[src/rtl/alu_arbiter.sv]
// Round-robin arbiter sharing one registered 8-bit ALU between two requesters.
// state | meaning: IDLE wait for req | EXEC ALU inputs stable | CAPT capture alu_y | RESP hold response until owner ready
module alu_arbiter #(
  parameter int DATA_W = 8
) (
  input  logic              clk,
  input  logic              rst_n,
  input  logic [1:0]        req,
  input  logic [DATA_W-1:0] req0_a,
  input  logic [DATA_W-1:0] req0_b,
  input  logic [1:0]        req0_op,
  input  logic [DATA_W-1:0] req1_a,
  input  logic [DATA_W-1:0] req1_b,
  input  logic [1:0]        req1_op,
  output logic [1:0]        gnt,
  output logic [1:0]        rsp_valid,
  input  logic [1:0]        rsp_ready,
  output logic [DATA_W-1:0] rsp_data,
  output logic [DATA_W-1:0] alu_a,
  output logic [DATA_W-1:0] alu_b,
  output logic [1:0]        alu_sel,
  input  logic [DATA_W-1:0] alu_y,
  output logic              busy
);

  typedef enum logic [1:0] {IDLE = 2'd0, EXEC = 2'd1, CAPT = 2'd2, RESP = 2'd3} state_t;

  state_t            r_state, w_state_nxt;
  logic [1:0]        r_gnt, w_gnt_nxt;
  logic [1:0]        r_rsp_valid, w_rsp_valid_nxt;
  logic [DATA_W-1:0] r_rsp_data, w_rsp_data_nxt;
  logic [DATA_W-1:0] r_alu_a, w_alu_a_nxt;
  logic [DATA_W-1:0] r_alu_b, w_alu_b_nxt;
  logic [1:0]        r_alu_sel, w_alu_sel_nxt;
  logic              r_owner, w_owner_nxt;
  logic              r_rr_last, w_rr_last_nxt;
  logic              w_win;

  // On a tie the requester that did not win last time goes first.
  always_comb begin
    if (req == 2'b01)      w_win = 1'b0;
    else if (req == 2'b10) w_win = 1'b1;
    else                   w_win = ~r_rr_last;
  end

  always_comb begin
    w_state_nxt     = r_state;
    w_gnt_nxt       = 2'b00;
    w_rsp_valid_nxt = r_rsp_valid;
    w_rsp_data_nxt  = r_rsp_data;
    w_alu_a_nxt     = r_alu_a;
    w_alu_b_nxt     = r_alu_b;
    w_alu_sel_nxt   = r_alu_sel;
    w_owner_nxt     = r_owner;
    w_rr_last_nxt   = r_rr_last;
    case (r_state)
      IDLE: begin
        if (req != 2'b00) begin
          w_state_nxt   = EXEC;
          w_alu_a_nxt   = w_win ? req1_a  : req0_a;
          w_alu_b_nxt   = w_win ? req1_b  : req0_b;
          w_alu_sel_nxt = w_win ? req1_op : req0_op;
          w_gnt_nxt     = w_win ? 2'b10   : 2'b01;
          w_owner_nxt   = w_win;
          w_rr_last_nxt = w_win;
        end
      end
      EXEC: w_state_nxt = CAPT;
      CAPT: begin
        w_rsp_data_nxt  = alu_y;
        w_rsp_valid_nxt = r_owner ? 2'b10 : 2'b01;
        w_state_nxt     = RESP;
      end
      RESP: begin
        if (rsp_ready[r_owner]) begin
          w_rsp_valid_nxt = 2'b00;
          w_state_nxt     = IDLE;
        end
      end
      default: w_state_nxt = IDLE;
    endcase
  end

  always_ff @(posedge clk or negedge rst_n) begin
    if (!rst_n) begin
      r_state     <= IDLE;
      r_gnt       <= 2'b00;
      r_rsp_valid <= 2'b00;
      r_rsp_data  <= '0;
      r_alu_a     <= '0;
      r_alu_b     <= '0;
      r_alu_sel   <= 2'b00;
      r_owner     <= 1'b0;
      r_rr_last   <= 1'b1;
    end else begin
      r_state     <= w_state_nxt;
      r_gnt       <= w_gnt_nxt;
      r_rsp_valid <= w_rsp_valid_nxt;
      r_rsp_data  <= w_rsp_data_nxt;
      r_alu_a     <= w_alu_a_nxt;
      r_alu_b     <= w_alu_b_nxt;
      r_alu_sel   <= w_alu_sel_nxt;
      r_owner     <= w_owner_nxt;
      r_rr_last   <= w_rr_last_nxt;
    end
  end

  assign gnt       = r_gnt;
  assign rsp_valid = r_rsp_valid;
  assign rsp_data  = r_rsp_data;
  assign alu_a     = r_alu_a;
  assign alu_b     = r_alu_b;
  assign alu_sel   = r_alu_sel;
  assign busy      = (r_state != IDLE);

endmodule

[config.mk]
export PLATFORM = sky130hd
export DESIGN_NAME = alu_arbiter
export DESIGN_NICKNAME = d
export VERILOG_FILES = /design/src/rtl/alu_arbiter.sv
export SDC_FILE = /design/constraint.sdc
export NUM_CORES = 1
export LEC_CHECK = 0
export CAP_MARGIN = 20
export CORE_MARGIN = 4
export CORE_UTILIZATION = 50
export CTS_CLUSTER_DIAMETER = 120
export DETAILED_ROUTE_END_ITERATION = 12
export DONT_BUFFER_PORTS = 1
export PLACE_DENSITY = 0.8
export SLEW_MARGIN = 20
export SYNTH_ARGS = -nofsm -noshare
export SYNTH_HDL_FRONTEND = slang
export SYNTH_SLANG_ARGS = --single-unit
[constraint.sdc]
create_clock -name clk -period 1.6 [get_ports clk]
set_input_delay 0.16 -clock clk [delete_from_list [all_inputs] [get_ports clk]]
set_output_delay 0.16 -clock clk [all_outputs]
set_load 0.01 [all_outputs]
# Word level (Yosys, flattened, before mapping)
# Cells that the tools add are included.
[totals]
ff_bits = 34
inputBits = 50
out_inout_bits = 31
[classes]
n_lt_le_gt_ge = 1
n_eq_ne = 7
mux = 15
bitwise = 1
n_reduce_logical = 7
[op_table]
columns = ["operator", "count"]
rows = [
  ["8-bit 2-to-1 mux", 2],
  ["2-bit 2-to-1 mux", 7],
  ["2-bit one-hot mux with 4 select lines", 1],
  ["2-bit == test, second input constant", 3],
  ["2-bit AND reduction", 3],
  ["2-bit nonzero test", 3],
  ["2-bit by 1-bit == test with 1-bit output, second input constant", 2],
  ["1-bit 2-to-1 mux", 4],
  ["2-bit != test, second input constant", 2],
  ["2-bit one-hot mux with 2 select lines", 1],
  ["2-bit zero test", 1],
  ["1-bit by 2-bit < comparator with 1-bit output, second input constant", 1],
  ["1-bit NOT", 1],
]

# Longest topological paths before layout
# Gate-level depths: netlist (run 1).
[logic_depth]
word_depth = 6
depth_mapped = 7

# Worst setup path after synthesis (run 1)
# OpenSTA, ideal clock, no wires.
[synth_timing]
path_type = "register to register"
startpoint = "reg r_state[0]"
endpoint = "reg r_alu_a[1] (netlist: alu_a[1])"
setup_ps = 126
arrival_ps = 1426
t_required_ps = 1474
setup_slack_ps = 48
path_stages_with_launch = 8
synth_period_minus_slack_ps = 1552
path_cell_list = "dfrtp_1 > inv_1 > ha_1 > and2_4 > buf_6 > buf_6 > and3_1 > a221o_1"
[synth_between]
elab_chain_cells = 2
[synth_lines]
columns = ["item", "line", "source"]
rows = [
  ["start, declared", "28", "state_t r_state, w_state_nxt;"],
  ["start signal, assigned", "96", "r_state <= w_state_nxt;"],
  ["2-bit zero test", "56", "case (r_state)"],
  ["2-bit AND reduction (no source line)", "n/a", ""],
  ["end signal, assigned", "100", "r_alu_a <= w_alu_a_nxt;"],
  ["end, declared", "32", "logic [DATA_W-1:0] r_alu_a, w_alu_a_nxt;"],
]
# Every way passes these cells.
# A chain may end at the register's enable or synchronous reset.

# Worst setup path in the final report (run 1)
[layout_timing]
startpoint = "reg r_state[0]"
endpoint = "reg r_alu_b[3] (netlist: alu_b[3])"
[layout_between]
elab_chain_cells = 2
[layout_lines]
columns = ["item", "line", "source"]
rows = [
  ["2-bit zero test", "56", ""],
  ["2-bit AND reduction (no source line)", "n/a", ""],
  ["end signal, assigned", "101", "r_alu_b <= w_alu_b_nxt;"],
  ["end, declared", "33", "logic [DATA_W-1:0] r_alu_b, w_alu_b_nxt;"],
]
# Every way passes these cells.

==> results of run 1 <==
[area by class of cell]
| class | instances | area (um^2) | area share |
|---|---|---|---|
| Clock buffer | 8 | 78.8 | 0.0422 |
| Inverter | 4 | 15.0 | 0.00804 |
| Multi-Input combinational cell | 65 | 562 | 0.301 |
| Sequential cell | 34 | 852 | 0.456 |
| Tap cell | 31 | 38.8 | 0.0208 |
| Timing Repair Buffer | 32 | 320 | 0.172 |
[state kept, by name, indices dropped and copies added, names as in the netlist]
name and count:
alu_a 8, alu_b 8, rsp_data 8, alu_sel 2, gnt 2, r_state 2, rsp_valid 2, r_owner 1
r_rr_last 1
[routing by layer]
layer | vias to the layer above | GRT usage | share of wire
li1 | 485 | - | -
met1 | 517 | 0.197 | 0.34
met2 | 68 | 0.347 | 0.55
met3 | 4 | 0.0775 | 0.090
met4 | 0 | 0.0716 | 0.010
met5 | - | 0 | 0
[power by group]
part           internal [uW]  switching (uW)  leakage [uW]  total, uW
Clock                    300             265     0.0000446        565
Sequential              1280             489      0.000416       1770
Combinational            654             510      0.000436       1160
Total                   2240            1260      0.000897       3500
[worst max-delay path by stage]
| stage | startpoint | end | slack, ps | depth (start not counted) |
|---|---|---|---|---|
| 2_1_floorplan | r_state[0] | alu_a[1] | 50 | 7 |
| 3_3_place_gp | r_state[0] | alu_b[1] | 170 | 5 |
| 3_5_place_dp | r_state[0] | alu_a[7] | 90 | 6 |
| 4_1_cts | r_state[0] | alu_b[6] | 80 | 5 |
| 5_1_grt | r_state[0] | rsp_data[6] | 20 | 3 |
| 6_report | r_state[0] | alu_b[3] | 110 | 5 |
[critical path, delay by kind of cell (launching register included)]
family                     cells  cell delay (ps)
DFF                            1              390
adders and majority gates      1              220
and+or+nand+nor                2              410
buffers and inverters          1               70
AOI/OAI and AO/OA              1              280
[synth_stat cells (all sizes together)]
master / number
a21o: 2
mux2i: 3
dfstp: 1
buf: 6
o32a: 1
a21oi: 1
a221o: 18
clkbuf: 2
o2bb2ai: 2
nand2: 1
o21ai: 1
and3: 18
inv: 4
nor2: 1
ha: 3
dfrtp: 33
and2: 3
nand2b: 1
a22oi: 1
mux2: 9
[logic make-up (layout without fill, tap and decap cells)]
group / count (synthesis) / in the layout / share of synthesized area
AOI/OAI and AO/OA: 26 / 26 / 0.163
adders and majority gates: 3 / 3 / 0.0255
buffers and inverters: 12 / 44 / 0.0441
DFF: 34 / 34 / 0.578
muxes: 12 / 12 / 0.0891
and+or+nand+nor: 24 / 24 / 0.100
[per-stage QoR]
stage | hold WS (ps) | cells | power, uW
final | 81.9 | 174 | 3500
after global routing | 74.6 | 174 | 3730
after CTS | 68.1 | 174 | 3500
after detailed placement | -135 | 138 | 2860
after global placement | -135 | 138 | 2770
after floorplan | -136 | 111 | 2590
[cell usage in the layout (no fill, tap or decap), types with 2 or more instances in the layout]
cell,n
mux2i_1,3
dlygate4sd3_1,27
a21o_1,2
o2bb2ai_1,2
clkbuf_4,5
mux2_2,9
ha_1,2
clkbuf_8,3
dfrtp_1,33
a221o_1,18
buf_4,4
inv_1,4
and3_1,18
and2_1,2
[repair_timing]
| item | 4_1_cts | 5_1_grt |
|---|---|---|
| hold buffers | 28 | 0 |
| buffers inserted | 0 | 0 |
| hold endpoints to repair | 60 | 0 |
| endpoints found under the setup margin | 0 | 7 |
| resized for setup | 0 | 2 |
==> impl_metrics.tcl, run 1 <==
set metrics [dict create \
    outcome "finished clean" \
    post_drt_wl_per_cell_um 21.2 \
    clk_path_buf_depth 2 \
    clk-insertion-delay-late_ps 320 \
    synth.distinct_cells 22 \
    r2r_setup_slack_ps 110 \
    clock_skew_ps 6.03 \
    period_share 0.931 \
    grt-ovfl-total 0 \
    fin_ws_ps 111 \
    fin_area_mm2 0.00187 \
    drt_iter0_drc 46 \
    worstHoldStart "req0_a[6]" \
    end_kind "flip-flop" \
    r2r-start "r_state[0]" \
    hp-class "input pin to flip-flop" \
    max_freq_mhz 671 \
    drc 0 \
    cts_buffers 5 \
    drive_gt1_frac 0.182 \
    die_h_um 62.3 \
    antenna_cells 0 \
    r2r_end "alu_b[3]" \
    syn-mean-instance-area_um2 13.3 \
    cts_tree "built" \
    worst_pin_slew_ps 474 \
    place_area_mm2 0.00149 \
    path_max_fanout 19 \
    syn_inst 111 \
    slew_headroom 0.684 \
    hold-path-endpoint "alu_a[6]" \
    grt_pass1_wl_um 5890 \
    start_kind "flip-flop" \
    clk_pin_slew_worst_paths_ps 100 \
    firstDrtPassIters 4 \
    synth_area_mm2 0.00147 \
    path_cells "inv_1, ha_2, and2_4, and3_1, a221o_1" \
    ant_nets 0 \
    core_mm2 0.00278 \
    routabilityCongestion 0.746 \
    rows 19 \
    hold_violations 0 \
    wl_um 3700 \
    critical_path_required_ps 1800 \
    grt_max_degree 35 \
    port_buffers 0 \
    final_core_util 0.671 \
    grt_pass1_vias 1187 \
    leakage_uw 0.000897 \
    min_period_ps 1490 \
    yosys.area.top_type "dfrtp_1" \
    vias 1074 \
    ff2ff_path_depth 5 \
    report.final.slew_viol_count 0 \
    fillCellCount 196 \
    powerDensity_mw_per_mm2 1880 \
    cts_root_buf "clkbuf_4" \
    cpPeakStageDelay_ps 390 \
    die_w_um 62.3 \
    start_util 0.530 \
    cts_sinks 34 \
    syn_nets 164 \
    tns_ps 0 \
    antenna_found_initial 0 \
    hold_depth 2 \
    cp_slowest_cell "dfrtp_1" \
    ir_worst_vdd_mv 1.30 \
    die_area_mm2 0.00388 \
    h-tree-depth 2 \
    ys_warn_count 0 \
    drv_cap 0 \
    dp_slack_ps 94.2 \
    synth_area_leaders "dfrtp_1 56%, a221o_1 12%, and3_1 7.6%, mux2_2 6.9%, ha_1 2.5%" \
    seq_area_frac_synth 0.578 \
    areaGrowthSynthToFinish_pct 26.7 \
    rsz0062_at_grt "false" \
    fin_nets 195 \
    via_per_inst 6.17 \
    netlist.area_leader.share 0.560 \
    critPathArrivalTime_ps 1690 \
    finalSetupViolCount 0 \
    track_usage 0.192 \
    yosys_register_bits 34 \
    crit_type "flip-flop to flip-flop" \
    boundaryPins 81 \
]
Note: power is estimated with default switching activity, not from simulation.
==> run 2, diff against run 1 <==
--- a/config.mk
+++ b/config.mk
@@ -5,6 +5,7 @@
 export SDC_FILE = /design/constraint.sdc
 export NUM_CORES = 1
 export LEC_CHECK = 0
+export ABC_AREA = 1
 export CAP_MARGIN = 20
 export CORE_MARGIN = 4
 export CORE_UTILIZATION = 50
==> constraint.sdc (replaced) <==
create_clock -name clk -period 1.6 [get_ports clk]
set_input_delay 0.16 -clock clk [delete_from_list [all_inputs] [get_ports clk]]
set_output_delay 0.16 -clock clk [all_outputs]
set_load 0.005 [all_outputs]
==> run 2 against run 1 <==
Via count grew 33%; synthesized cell count grew 58%; critical path depth grew 2; critical endpoint is now alu_b[6]; largest power group unchanged; highest routed layer unchanged.
==> impl_metrics.tcl, run 2 <==
set metrics [dict create \
    drv_cap 0 \
    finalSetupViolCount 0 \
    ant_nets 0 \
    rows 20 \
    die_h_um 65.0 \
    cpMostUsedCell "nand2_2" \
    netlist.area_leader.share 0.509 \
    track_usage 0.216 \
    crit_type "flip-flop to flip-flop" \
    async_reset_ff_frac 1.00 \
    die_w_um 65.0 \
    start_util 0.527 \
    hp-class "input pin to flip-flop" \
    syn-mean-instance-area_um2 9.27 \
    clk_path_buf_depth 2 \
    critPathArrivalTime_ps 1710 \
    ys_warn_count 0 \
    syn_nets 228 \
    antenna_cells 0 \
    ir_worst_vdd_mv 0.967 \
    yosys_register_bits 34 \
    yosys.area.top_type "dfrtp_1" \
    post_drt_wl_per_cell_um 15.4 \
    firstDrtPassIters 6 \
    dp_hpwl_um 2620 \
    antenna_found_initial 0 \
    boundaryPins 81 \
    synth_area_mm2 0.00162 \
    synth.distinct_cells 18 \
    hold_violations 0 \
    cpPeakStageDelay_ps 390 \
    min_period_ps 1440 \
    path_max_fanout 18 \
    place_area_mm2 0.00165 \
    p_int_uw 2070 \
    pwr-share-clk 0.142 \
    critical_path_required_ps 1870 \
    clk-insertion-delay-late_ps 330 \
    powerDensity_mw_per_mm2 1590 \
    startpoint "r_state[0]" \
    hold_depth 2 \
    r2r_end "alu_b[6]" \
    routabilityCongestion 0.808 \
    cts_root_buf "clkbuf_4" \
    path_delay_family "simple AND/OR/NAND/NOR gates" \
    p_sw_uw 1450 \
    r2r_setup_slack_ps 160 \
    final_common_cell "nand2_1" \
    drc 0 \
    cts_tree "built" \
    p_comb_frac 0.403 \
    slew_headroom 0.828 \
    wl_um 4220 \
    ff2ff_path_depth 7 \
    ys.flop_type "dfrtp_1" \
    cp_slowest_cell "dfrtp_1" \
    fin_area_mm2 0.00221 \
    areaGrowthSynthToFinish_pct 36.2 \
    path_cells "inv_1, ha_1, nand2_2, nand2_2, inv_6, nand2_1, nand3_1" \
    critPathBufInv 2 \
    tns_ps 0 \
    end_kind "flip-flop" \
    die_area_mm2 0.00422 \
    cts_sinks 34 \
    synth_commonest_cells "75 x nand2_1, 33 x dfrtp_1, 21 x nand2_2, 13 x nand3_1, 10 x nand3_2" \
    start_kind "flip-flop" \
    vias 1431 \
    via_per_inst 5.22 \
    sw_frac_of_total 0.413 \
    core_mm2 0.00308 \
    seq_area_frac_synth 0.525 \
    synth_area_leaders "dfrtp_1 51%, nand2_1 17%, nand2_2 8.1%, nand3_2 6.2%, nand3_1 4.0%" \
    worstHoldStart "req[1]" \
    synth.most_common_cell "nand2_1" \
    drt_iter0_drc 60 \
    clock_skew_ps 12.3 \
    fin_nets 282 \
    grt-ovfl-total 0 \
    h-tree-depth 2 \
    grt_max_degree 35 \
    hold-path-endpoint "gnt[0]" \
    grt_pass1_wl_um 6890 \
    r2r-start "r_state[0]" \
    grt_pass1_vias 1472 \
    outcome "finished clean" \
    drive_gt1_frac 0.217 \
    max_freq_mhz 693 \
    seq_power_share 0.455 \
    report.final.slew_viol_count 0 \
    worst_pin_slew_ps 256 \
    rsz0062_at_grt "false" \
    leakage_uw 0.00111 \
    syn_inst 175 \
    cts_buffers 5 \
    clk_pin_slew_worst_paths_ps 110 \
    port_buffers 0 \
    most-common-layout-cells "75 x nand2_1, 45 x dlygate4sd3_1, 33 x dfrtp_1" \
    synth_edf_count 0 \
    period_share 0.902 \
]
## run 2: cell types whose count changed in the layout (fill, tap and decap cells not counted), moves of 10 or more
cell	before	now
a221o_1	18	0
and3_1	18	0
dlygate4sd3_1	27	45
nand2_1	1	75
nand2_2	0	21
nand3_1	0	13
nand3_2	0	10
## run 2: worst reg2reg max path, cell delays in order (launching register included)
cell	delay, ps
dfrtp_1	390
inv_1	70
ha_1	250
nand2_2	180
nand2_2	130
inv_6	180
nand2_1	90
nand3_1	100
## run 2: area by class of cell
cell class | instances | area [um^2]
Clock inverter | 2 | 12.5
Clock buffer | 6 | 51.3
Timing Repair Buffer | 51 | 520
Fill cell | 230 | 868
Multi-Input combinational cell | 128 | 679
Tap cell | 44 | 55.1
Inverter | 9 | 38.8
Sequential cell | 34 | 852
## run 2: how the worst max path moves through the flow
| stage | cells past startpoint | to | slack (ps) |
|---|---|---|---|
| 2_1_floorplan | 8 | alu_a[1] | 240 |
| 3_3_place_gp | 6 | alu_a[0] | 220 |
| 3_5_place_dp | 6 | alu_b[1] | 120 |
| 4_1_cts | 6 | alu_b[1] | 110 |
| 5_1_grt | 7 | alu_b[4] | 30 |
| 6_report | 7 | alu_b[6] | 160 |
## run 2: kinds of logic after synthesis
| kind of cell | share of synthesized area |
|---|---|
| AO/OA/AOI/OAI | 0.0177 |
| adder cells (fa/ha/maj) | 0.0231 |
| buffers and inverters | 0.0563 |
| flip-flops | 0.525 |
| AND/OR/NAND/NOR | 0.378 |
## run 2: through the flow
step | setup WS (ps) | hold WS (ps) | utilization | power (uW) | instances
6_report | 156 | 57.7 | 0.718 | 3520 | 274
5_1_grt | 25.9 | 35.0 | 0.718 | 3810 | 274
4_1_cts | 113 | 50.1 | 0.708 | 3470 | 272
3_5_place_dp | 124 | -135 | 0.535 | 2850 | 218
3_3_place_gp | 216 | -135 | 0.535 | 2750 | 218
2_1_floorplan | 244 | -136 | - | 2630 | 175
## run 2: per-layer routing
metal  wire length (um)  GRT usage
met3                351     0.0728
met4                 69     0.0792
met2               2340      0.405
met5                  0          0
met1               1460      0.219
## run 2: power groups by stage
stage          registers (uW)  logic (uW)  clock network [uW]
2_1_floorplan            1530        1110                   0
3_3_place_gp             1600        1150                   0
3_5_place_dp             1610        1240                   0
4_1_cts                  1600        1360                 514
5_1_grt                  1650        1600                 561
6_report                 1600        1420                 500
## run 2: what timing repair did
item / in CTS / in global routing
hold buffers: 46 / 0
endpoints found under the setup margin: 0 / 13
endpoints found under the hold margin: 60 / 0
gates resized for setup: 0 / 1
setup buffers: 0 / 2
==> run 3, diff against run 2 <==
--- a/config.mk
+++ b/config.mk
@@ -8,11 +8,11 @@
 export ABC_AREA = 1
 export CAP_MARGIN = 20
 export CORE_MARGIN = 4
-export CORE_UTILIZATION = 50
+export CORE_UTILIZATION = 55
 export CTS_CLUSTER_DIAMETER = 120
 export DETAILED_ROUTE_END_ITERATION = 12
 export DONT_BUFFER_PORTS = 1
-export PLACE_DENSITY = 0.8
+export PLACE_DENSITY = 0.85
 export SLEW_MARGIN = 20
 export SYNTH_ARGS = -nofsm -noshare
 export SYNTH_HDL_FRONTEND = slang
==> run 3 against run 2 <==
Clock power decreased by 3%; first-iteration DRC count is 33% higher; sequential cell count did not move; global-route usage increased by 0.70 points; critical path type unchanged; sequential share of layout area rose by 0.35 points.
==> impl_metrics.tcl, run 3 (synthesis results as in run 2) <==
set metrics [dict create \
    path_delay_family "flip-flops" \
    cts_root_buf "clkbuf_4" \
    vias 1374 \
    grt-ovfl-total 0 \
    clk-insertion-delay-late_ps 330 \
    grt_pass1_wl_um 6920 \
    leakage_uw 0.00111 \
    report.final.slew_viol_count 0 \
    areaGrowthSynthToFinish_pct 34.9 \
    power_uw 3490 \
    place_area_mm2 0.00162 \
    fin_nets 282 \
    fin_ws_ps 134 \
    min_period_ps 1470 \
    die_h_um 62.3 \
    port_buffers 0 \
    outcome "finished clean" \
    cts_tree "built" \
    grt_max_degree 35 \
    powerDensity_mw_per_mm2 1600 \
    drive_gt1_frac 0.213 \
    clk_pin_slew_worst_paths_ps 100 \
    tns_ps 0 \
    drt_iter0_drc 80 \
    hp-class "input pin to flip-flop" \
    ant_nets 0 \
    track_usage 0.223 \
    clock_skew_ps 10.9 \
    dp_slack_ps 127 \
    fin_area_mm2 0.00219 \
    path_cells "inv_1, ha_1, nand2_2, a21oi_4, buf_4, nand2_1, nand3_2" \
    path_max_fanout 19 \
    grt_pass1_vias 1491 \
    antenna_found_initial 0 \
    critPathBufInv 2 \
    boundaryPins 81 \
    start_util 0.583 \
    post_drt_wl_per_cell_um 15.8 \
    slew_headroom 0.829 \
    dp_hpwl_um 2440 \
    h-tree-depth 2 \
    start_kind "flip-flop" \
    routabilityCongestion 0.776 \
    finalSetupViolCount 0 \
    rsz0062_at_grt "false" \
    die_area_mm2 0.00388 \
    cpPeakStageDelay_ps 420 \
    drc 0 \
    drv_cap 0 \
    end_kind "flip-flop" \
    wl_um 4120 \
    clk_path_buf_depth 2 \
    rows 19 \
    final_common_cell "nand2_1" \
    critical_path_required_ps 1870 \
    crit_type "flip-flop to flip-flop" \
    die_w_um 62.3 \
    max_freq_mhz 682 \
    cts_sinks 34 \
    cp_slowest_cell "dfrtp_1" \
    antenna_cells 0 \
    worst_pin_slew_ps 255 \
    hold_violations 0 \
    ir_worst_vdd_mv 1.40 \
    core_mm2 0.00278 \
    firstDrtPassIters 6 \
    via_per_inst 5.26 \
    period_share 0.917 \
    cts_buffers 5 \
    critPathArrivalTime_ps 1730 \
    most-common-layout-cells "75 x nand2_1, 45 x dlygate4sd3_1, 33 x dfrtp_1" \
]
[run 3: cell types whose count changed in the layout (fill, tap and decap cells not counted)]
cell	delta
clkbuf_1	+1
clkinvlp_4	-1
[run 3: cell type report]
type | instances | area (um^2)
Sequential cell | 34 | 852
Multi-Input combinational cell | 128 | 679
Fill cell | 158 | 592
Timing Repair Buffer | 51 | 520
Clock buffer | 7 | 55.1
Inverter | 9 | 38.8
Tap cell | 31 | 38.8
Clock inverter | 1 | 5.00
[run 3: timing repair]
action,in CTS,in global routing
setup endpoints to repair,0,13
setup buffers,0,3
hold buffers,46,0
resized for setup,0,1
hold endpoints to repair,60,0
[run 3: where the power goes]
| group | internal [uW] | total (uW) | switching [uW] | leakage, uW |
|---|---|---|---|---|
| clock | 213 | 486 | 274 | 0.0000353 |
| combinational | 591 | 1400 | 812 | 0.000651 |
| sequential | 1260 | 1600 | 340 | 0.000425 |
[run 3: worst paths after layout]
| kind | from | end | slack (ps) | cells past startpoint |
|---|---|---|---|---|
| hold / removal | req[1] | r_rr_last | 80 | 2 |
| min in group asynchronous | rst_n | alu_b[1] | 270 | 2 |
| setup / recovery | r_state[0] | alu_a[3] | 130 | 7 |
| hold reg to reg | rsp_data[3] | rsp_data[3] | 510 | 2 |
| setup reg to reg | r_state[0] | alu_a[3] | 130 | 7 |
| max in group asynchronous | rst_n | r_rr_last | 1090 | 2 |
[run 3: metal layers]
layer,GRT usage,share of wire
met1,0.228,0.36
met2,0.411,0.54
met3,0.0865,0.085
met4,0.0716,0.020
met5,0,0
[run 3: through the flow]
| step | hold slack, ps | util | cells |
|---|---|---|---|
| floorplan | -136 | - | 175 |
| global placement | -135 | 0.583 | 204 |
| detailed placement | -135 | 0.583 | 204 |
| CTS | 59.6 | 0.774 | 258 |
| global route | 70.4 | 0.787 | 261 |
| finish | 81.0 | 0.787 | 261 |
